## config.mk

```make
export PLATFORM = sky130hd
export DESIGN_NAME = set_read_port_flat
export DESIGN_NICKNAME = d
export VERILOG_FILES = /design/src/rtl/set_read_port_if.sv /design/src/rtl/set_read_port.sv /design/src/flat_wrapper.sv
export SDC_FILE = /design/constraint.sdc
export NUM_CORES = 2
export LEC_CHECK = 0
export CAP_MARGIN = 20
export CORE_ASPECT_RATIO = 0.6
export CORE_MARGIN = 2
export CORE_UTILIZATION = 45
export DETAILED_ROUTE_END_ITERATION = 10
export HOLD_SLACK_MARGIN = 0.03
export PLACE_DENSITY = 0.68
export SETUP_SLACK_MARGIN = 0.4
export SYNTH_ARGS = -nofsm -noshare
export SYNTH_HDL_FRONTEND = slang
export SYNTH_SLANG_ARGS = --single-unit
```

## constraint.sdc

```tcl
create_clock -name clk -period 6.4 [get_ports clk]
set_clock_uncertainty 0.05 [all_clocks]
set_input_delay 1.28 -clock clk [delete_from_list [all_inputs] [get_ports clk]]
set_output_delay 1.28 -clock clk [all_outputs]
set_load 0.02 [all_outputs]
```

## src/rtl/set_read_port_if.sv

```systemverilog
// set_read_port_if: request, bank-read and response signals between a set
// read port and its requester/storage.
interface set_read_port_if #(
  parameter int NUM_BLOCKS = 4,
  parameter int LINE_BITS  = 512
);
  localparam int BLK_W = $clog2(NUM_BLOCKS);
  logic                 req_valid;
  logic                 req_ready;
  logic [BLK_W-1:0]     req_block;
  logic [5:0]           req_offset;
  logic [1:0]           req_size;
  logic                 req_signed;
  logic                 bank_rd_en;
  logic [BLK_W-1:0]     bank_rd_block;
  logic [LINE_BITS-1:0] bank_rd_data;
  logic                 rsp_valid;
  logic                 rsp_ready;
  logic [63:0]          rsp_data;
  logic                 rsp_err;
  logic [15:0]          read_count;
  modport slave (
    input  req_valid, req_block, req_offset, req_size, req_signed, bank_rd_data, rsp_ready,
    output req_ready, bank_rd_en, bank_rd_block, rsp_valid, rsp_data, rsp_err, read_count
  );
  modport master (
    output req_valid, req_block, req_offset, req_size, req_signed, bank_rd_data, rsp_ready,
    input  req_ready, bank_rd_en, bank_rd_block, rsp_valid, rsp_data, rsp_err, read_count
  );
endinterface

```

## src/rtl/set_read_port.sv

```systemverilog
// set_read_port: fetches one block of a set, extracts an 8/16/32/64-bit field at a
// byte offset (byte 0 in the line MSBs) and returns it zero- or sign-extended.
module set_read_port #(
  parameter int NUM_BLOCKS = 4,
  parameter int LINE_BITS  = 512
) (
  input logic clk,
  input logic rst_n,
  set_read_port_if.slave bus
);
  localparam int BLK_W = $clog2(NUM_BLOCKS);
  localparam int PAD_W = LINE_BITS + 64;
  localparam int IDX_W = $clog2(PAD_W);
  typedef enum logic [2:0] {IDLE, FETCH, WAIT, EXTRACT, RESP} state_t;
  state_t               state_q, state_d;
  logic [BLK_W-1:0]     blk_q, blk_d;
  logic [5:0]           off_q, off_d;
  logic [1:0]           size_q, size_d;
  logic                 sgn_q, sgn_d;
  logic [LINE_BITS-1:0] line_q, line_d;
  logic [63:0]          data_q, data_d;
  logic                 err_q, err_d;
  logic [15:0]          cnt_q, cnt_d;
  logic                 too_big;
  logic [PAD_W-1:0]     pad;
  logic [IDX_W-1:0]     idx;
  logic [63:0]          top, zx, sx, ext;
  assign too_big = ({1'b0, bus.req_offset} + (7'd1 << bus.req_size)) > 7'd64;
  // Zero padding below the line keeps the 64-bit window in range for offsets past 56.
  assign pad = {line_q, 64'b0};
  assign idx = IDX_W'(PAD_W - 1) - IDX_W'({off_q, 3'b000});
  assign top = pad[idx -: 64];
  assign zx  = size_q == 2'd0 ? {56'b0, top[63:56]} :
               size_q == 2'd1 ? {48'b0, top[63:48]} :
               size_q == 2'd2 ? {32'b0, top[63:32]} : top;
  assign sx  = size_q == 2'd0 ? {{56{top[63]}}, top[63:56]} :
               size_q == 2'd1 ? {{48{top[63]}}, top[63:48]} :
               size_q == 2'd2 ? {{32{top[63]}}, top[63:32]} : top;
  assign ext = sgn_q ? sx : zx;
  always_comb begin
    state_d = state_q;
    blk_d   = blk_q;
    off_d   = off_q;
    size_d  = size_q;
    sgn_d   = sgn_q;
    line_d  = line_q;
    data_d  = data_q;
    err_d   = err_q;
    cnt_d   = cnt_q;
    case (state_q)
      IDLE: if (bus.req_valid) begin
        blk_d   = bus.req_block;
        off_d   = bus.req_offset;
        size_d  = bus.req_size;
        sgn_d   = bus.req_signed;
        err_d   = too_big;
        data_d  = '0;
        state_d = too_big ? RESP : FETCH;
      end
      FETCH:   state_d = WAIT;
      WAIT: begin
        line_d  = bus.bank_rd_data;
        state_d = EXTRACT;
      end
      EXTRACT: begin
        data_d  = ext;
        state_d = RESP;
      end
      RESP: if (bus.rsp_ready) begin
        state_d = IDLE;
        cnt_d   = (!err_q && cnt_q != 16'hFFFF) ? cnt_q + 16'd1 : cnt_q;
      end
      default: state_d = IDLE;
    endcase
  end
  always_ff @(posedge clk or negedge rst_n) begin
    if (!rst_n) begin
      state_q <= IDLE;
      blk_q   <= '0;
      off_q   <= '0;
      size_q  <= '0;
      sgn_q   <= 1'b0;
      line_q  <= '0;
      data_q  <= '0;
      err_q   <= 1'b0;
      cnt_q   <= '0;
    end else begin
      state_q <= state_d;
      blk_q   <= blk_d;
      off_q   <= off_d;
      size_q  <= size_d;
      sgn_q   <= sgn_d;
      line_q  <= line_d;
      data_q  <= data_d;
      err_q   <= err_d;
      cnt_q   <= cnt_d;
    end
  end
  assign bus.req_ready     = state_q == IDLE;
  assign bus.bank_rd_en    = state_q == FETCH;
  assign bus.bank_rd_block = blk_q;
  assign bus.rsp_valid     = state_q == RESP;
  assign bus.rsp_data      = data_q;
  assign bus.rsp_err       = err_q;
  assign bus.read_count    = cnt_q;
endmodule

```

## src/flat_wrapper.sv

```systemverilog
// flat-port wrapper written by rule: the top's interface ports become plain ports
module set_read_port_flat 
#(
  parameter int NUM_BLOCKS = 4,
  parameter int LINE_BITS  = 512
)
  (clk, rst_n, bus_req_valid, bus_req_block, bus_req_offset, bus_req_size, bus_req_signed, bus_bank_rd_data, bus_rsp_ready, bus_req_ready, bus_bank_rd_en, bus_bank_rd_block, bus_rsp_valid, bus_rsp_data, bus_rsp_err, bus_read_count);
  set_read_port_if #(.NUM_BLOCKS(NUM_BLOCKS), .LINE_BITS(LINE_BITS)) bus_i ();
  input logic clk;
  input logic rst_n;
  input wire logic [$bits(bus_i.req_valid)-1:0] bus_req_valid;
  input wire logic [$bits(bus_i.req_block)-1:0] bus_req_block;
  input wire logic [$bits(bus_i.req_offset)-1:0] bus_req_offset;
  input wire logic [$bits(bus_i.req_size)-1:0] bus_req_size;
  input wire logic [$bits(bus_i.req_signed)-1:0] bus_req_signed;
  input wire logic [$bits(bus_i.bank_rd_data)-1:0] bus_bank_rd_data;
  input wire logic [$bits(bus_i.rsp_ready)-1:0] bus_rsp_ready;
  output wire logic [$bits(bus_i.req_ready)-1:0] bus_req_ready;
  output wire logic [$bits(bus_i.bank_rd_en)-1:0] bus_bank_rd_en;
  output wire logic [$bits(bus_i.bank_rd_block)-1:0] bus_bank_rd_block;
  output wire logic [$bits(bus_i.rsp_valid)-1:0] bus_rsp_valid;
  output wire logic [$bits(bus_i.rsp_data)-1:0] bus_rsp_data;
  output wire logic [$bits(bus_i.rsp_err)-1:0] bus_rsp_err;
  output wire logic [$bits(bus_i.read_count)-1:0] bus_read_count;
  assign bus_i.req_valid = bus_req_valid;
  assign bus_i.req_block = bus_req_block;
  assign bus_i.req_offset = bus_req_offset;
  assign bus_i.req_size = bus_req_size;
  assign bus_i.req_signed = bus_req_signed;
  assign bus_i.bank_rd_data = bus_bank_rd_data;
  assign bus_i.rsp_ready = bus_rsp_ready;
  assign bus_req_ready = bus_i.req_ready;
  assign bus_bank_rd_en = bus_i.bank_rd_en;
  assign bus_bank_rd_block = bus_i.bank_rd_block;
  assign bus_rsp_valid = bus_i.rsp_valid;
  assign bus_rsp_data = bus_i.rsp_data;
  assign bus_rsp_err = bus_i.rsp_err;
  assign bus_read_count = bus_i.read_count;
  set_read_port #(.NUM_BLOCKS(NUM_BLOCKS), .LINE_BITS(LINE_BITS)) u_core (.clk(clk), .rst_n(rst_n), .bus(bus_i));
endmodule
```

# Word level (Yosys, flattened, before mapping)
# Index checks and enable logic that the tools add are counted.
# op_classes
muxes	13
add_sub_neg	3
n_eq_ne	9
order_cmp	1
shift	2
reduce_logical	9
# op_table
cell	count
variable part select 639 x 11 -> 64 bit	1
two-way mux 64 bit	5
two-way mux 63 bit	3
case mux 64 bit (2 select lines)	1
adder 16 x 1 -> 16 bit, second input constant	1
inequality test 16 bit, second input constant	1
case mux 3 bit (5 select lines)	1
subtractor 10 x 9 -> 10 bit, first input constant	1
two-way mux 3 bit	3
adder 6 x 7 -> 7 bit	1
> comparator 7 bit, second input constant	1
left shift 1 x 2 -> 7 bit, first input constant	1
== test 3 x 2 -> 1 bit, second input constant	2
AND reduction 2 bit	3
inequality test 2 bit, second input constant	2
== test 3 x 1 -> 1 bit, second input constant	1
== test 3 bit, second input constant	1
zero test 3 bit	1
AND reduction 3 bit	1
== test 2 x 1 -> 1 bit, second input constant	1
== test 2 bit, second input constant	1
zero test 2 bit	1
nonzero test 2 bit	1
logical AND 1 bit	1
zero test 1 bit	1
# totals
reg_bits	607
in_bits	527
elab_cells	46
output_inout_bits	86

# Depth between registers and ports, before layout
# logic_depth
word_depth	7
depth_mapped	17
depth_no_buf	11

# Worst setup path after synthesis
# Ideal clock, no wire load.
# synth_timing
path_type	register -> register
start	reg u_core.off_q[3]
end	reg u_core.data_q[6] (netlist: u_core.bus.rsp_data[6])
stages_incl_launch_ff	18
setup_slack_ps	2372
required_time_ps	6255
t_arrival_ps	3883
period_less_slack_ps	4028
path_buffers	8
setup_time_ps	95
path_cell_list	dfrtp_1 > buf_2 > inv_1 > buf_2 > clkbuf_1 > clkbuf_1 > ha_1 > buf_2 > buf_2 > buf_6 > nor3b_1 > buf_2 > nand2_1 > nand3_1 > o22ai_1 > o41ai_2 > o22ai_1 > o31ai_1
# synth_between
elab_chain_len	7
elab_cells_between_ends	10
cone_classes	1 x add/sub; 1 x shift; 8 x mux
# synth_rtl
item	line_no	text
from (decl)	set_read_port.sv:17	logic [5:0] off_q, off_d;
from (signal assigned)	set_read_port.sv:80	off_q <= '0;
from (signal assigned)	set_read_port.sv:90	off_q <= off_d;
subtractor 10 x 9 -> 10 bit (*)	set_read_port.sv:31	assign idx = IDX_W'(PAD_W - 1) - IDX_W'({off_q, 3'b000});
variable part select 639 x 11 -> 64 bit (*)	set_read_port.sv:32	assign top = pad[idx -: 64];
two-way mux 64 bit / two-way mux 63 bit (equally long branches)	set_read_port.sv:35, set_read_port.sv:38	
two-way mux 64 bit / two-way mux 63 bit (equally long branches)	set_read_port.sv:34, set_read_port.sv:37	
two-way mux 64 bit / two-way mux 63 bit (equally long branches)	set_read_port.sv:33, set_read_port.sv:36	
two-way mux 64 bit (*)	set_read_port.sv:39	assign ext = sgn_q ? sx : zx;
case mux 64 bit (2 select lines) (*)	set_read_port.sv:50	case (state_q)
to (signal assigned)	set_read_port.sv:94	data_q <= data_d;
to (decl)	set_read_port.sv:21	logic [63:0] data_q, data_d;
# Every way passes the cells marked *; elsewhere a longest branch is shown, timed or not.
# A chain may end at the register's enable or synchronous reset.

# Worst setup path in the final report
# layout_timing
start	reg u_core.off_q[0]
end	reg u_core.data_q[0] (netlist: u_core.bus.rsp_data[0])
# Same word-level chain as after synthesis.

==> results.cfg <==
[run_status]
outcome = finished, violations left
violations = max-capacitance violations, max-slew violations

[min_path]
holdCritStartpoint = u_core.bus.rsp_data[33]
min_path_type = reg2reg
hold_depth = 2
hold_end = u_core.bus.rsp_data[33]

[place]
place.gp.congestion = 1.13
place_area_um2 = 51400
hpwl_um = 179000
io_buffer_count = 612

[cts]
clock-sinks = 607
cts_buffers = 55
cts_tree = done
root_buffer = clkbuf_16
ctsResizeCount = 0
htreeDepth = 2
clk_latency_ns = 0.66
hold_buffers = 0
clkSlewWorstSetupHoldPaths_ns = 0.06
clockBufferDepth = 3
post_cts_buffers = 0

[yosys]
seq_area_frac_synth_pct = 34.3
synth_nets = 3933
synth_edf_count = 0
async_flop_share_pct = 100
synth_cell_types = 83
ys_warn_count = 0
synth-main-ff-cell = dfrtp_1
synth-seq-cells = 607
syn_area_um2 = 44300
avgSynthCellArea_um2 = 13.0
netlist_instances = 3399

[sta]
min_period_over_period_pct = 72.5
fin_setup_tns_ns = 0
drv_slew = 2
worst_pin_slew_ns = 1.51
relSlewSlack_pct = -0.477
period_minus_slack_ns = 4.64
hold_violations = 0
rsz0062_at_grt = false
fmax_mhz = 216
finalSetupViolations = 0

[finish]
drive_gt1_share_pct = 34.5
regArea_um2 = 15200
final_nets = 4413
multi_input_area_um2 = 27100
fillerInstances = 8184
fin_area_um2 = 53400
syn_to_final_growth_pct = 20.5

[routing]
first_pass_iters = 7
routed_wl_um = 224000
drt_iter0_drc = 6241
route.detailed.drc = 0
viasPerCell = 7.28
vias = 38200
wire_per_inst_um = 42.7
antenna_left = 0

[setup_path]
required_ns = 6.85
critPathLaunchType = register
crit_fanout = 34
crit_type = reg2reg
r2r-end = u_core.bus.rsp_data[0]
end_kind = register
reg2reg_depth = 7
arrival_ns = 5.09
r2r_start = u_core.off_q[0]
r2r_slack_ns = 1.76

[die]
die_w_um = 409
fp-row-count = 89
core_region_area_um2 = 97900
start_util_pct = 45.2
ioPinCount = 613
fp.dieH_um = 247
die-area_um2 = 101000

[global_routing]
grt_pass1_vias = 34900
grt_max_degree = 176
grt_overflow = 0
track_usage_pct = 43.7
grt_pass1_wl_um = 303000
grt_antenna_before_repair = 19

[run]
drv_cap = 1
==> sequential cells by signal (all words and copies together) (netlist names) <==
signal / cells
u_core.bus.read_count: 16
u_core.bus.rsp_data: 64
u_core.off_q: 6
u_core.bus.rsp_err: 1
u_core.bus.bank_rd_block: 2
u_core.size_q: 2
u_core.state_q: 3
u_core.line_q: 512
u_core.sgn_q: 1
==> Yosys cell counts (9+ instances only) <==
| master | count | area (um^2) |
|---|---|---|
| buf_4 | 37 | 278 |
| buf_8 | 10 | 150 |
| mux2i_1 | 223 | 2230 |
| mux4_2 | 536 | 12100 |
| a21oi_1 | 101 | 505 |
| mux2_2 | 554 | 6240 |
| a22o_1 | 16 | 140 |
| nor2b_1 | 12 | 75.1 |
| nand2_1 | 306 | 1150 |
| a31oi_1 | 28 | 175 |
| xnor2_1 | 11 | 96.3 |
| buf_2 | 96 | 480 |
| buf_6 | 30 | 338 |
| inv_1 | 15 | 56.3 |
| o221ai_1 | 11 | 96.3 |
| and2_1 | 18 | 113 |
| o31ai_1 | 9 | 67.6 |
| a32oi_1 | 17 | 149 |
| clkbuf_1 | 134 | 503 |
| nor3_1 | 27 | 135 |
| a221o_1 | 10 | 100 |
| o211ai_1 | 22 | 165 |
| o21ai_1 | 20 | 100 |
| nor2_1 | 88 | 330 |
| o21ai_0 | 95 | 475 |
| and3_1 | 11 | 68.8 |
| a22oi_1 | 31 | 233 |
| a211oi_1 | 21 | 158 |
| o22ai_1 | 62 | 388 |
| nand2b_1 | 18 | 113 |
| dfrtp_1 | 607 | 15200 |
| a221oi_1 | 26 | 228 |
| buf_1 | 13 | 48.8 |
| nand3_1 | 31 | 155 |
==> routing by layer <==
layer	wire length, um	up-vias	track usage (%)
met2	82500	3250	53.0
met4	7180	20	11.9
met1	93400	20000	63.2
met5	555	-	2.73
met3	40900	406	26.9
li1	-	14500	-
==> final cells by class <==
class / instances / share of cell area, %
Clock inverter: 18 / 0.408
Multi-Input combinational cell: 2446 / 50.9
Antenna cell: 10 / 0.0469
Timing Repair Buffer: 752 / 13.9
Inverter: 17 / 0.143
Sequential cell: 607 / 28.5
Clock buffer: 82 / 3.09
Tap cell: 1319 / 3.09
==> how the worst max path moves through the flow <==
stage / start / endpoint / slack [ns]
after detailed placement: u_core.off_q[0] / u_core.bus.rsp_data[49] / 1.90
after CTS: u_core.off_q[0] / u_core.bus.rsp_data[42] / 1.90
after global routing: u_core.off_q[0] / u_core.bus.rsp_data[39] / 1.51
after floorplan: u_core.off_q[3] / u_core.bus.rsp_data[6] / 2.37
after global placement: u_core.off_q[0] / u_core.bus.rsp_data[39] / 1.96
final: u_core.off_q[0] / u_core.bus.rsp_data[0] / 1.76
==> worst max-delay path, stage by stage (launching register included) <==
cell       delay (ns)
dfrtp_4          0.92
buf_4            0.57
mux4_2           0.58
mux4_2           0.54
a22oi_1          0.63
a2bb2oi_1        0.70
mux2_2           0.28
o311ai_1         0.08
==> logic make-up (layout without fill, tap and decap cells) <==
family | Yosys count | after routing | synth area share (%)
muxes | 1315 | 1315 | 46.5
DFF | 607 | 607 | 34.3
and+or+nand+nor | 554 | 554 | 5.53
AOI/OAI and AO/OA | 552 | 552 | 8.51
buffers and inverters | 346 | 869 | 4.58
xor gates and xnor gates | 18 | 18 | 0.356
adders and majority gates | 7 | 7 | 0.215
other | 0 | 10 | 0
==> layout by cell type (no fill, tap or decap), types with 24 or more instances in the layout <==
cell type / n
a21oi_1: 100
mux2_2: 554
nor2_1: 86
mux4_2: 536
nand3_1: 31
nor3_1: 24
o21ai_0: 95
o22ai_1: 62
a31oi_1: 28
a221oi_1: 26
mux2i_1: 223
dfrtp_1: 603
buf_4: 118
a22oi_1: 31
clkbuf_16: 56
nand2_1: 306
clkdlybuf4s50_1: 611
==> through the flow <==
step	instances	utilization [%]	hold slack [ns]	worst slack (ns)
2_1_floorplan	3399	-	0.430	2.37
3_3_place_gp	5135	52.5	0.421	1.96
3_5_place_dp	5137	52.6	0.421	1.90
4_1_cts	5237	54.5	0.435	1.90
5_1_grt	5242	54.5	0.464	1.51
6_report	5251	54.5	0.432	1.76
Power is left out: the tool's default activity adds up to more than one toggle a clock period on the data nets, which glitch-free logic cannot reach.
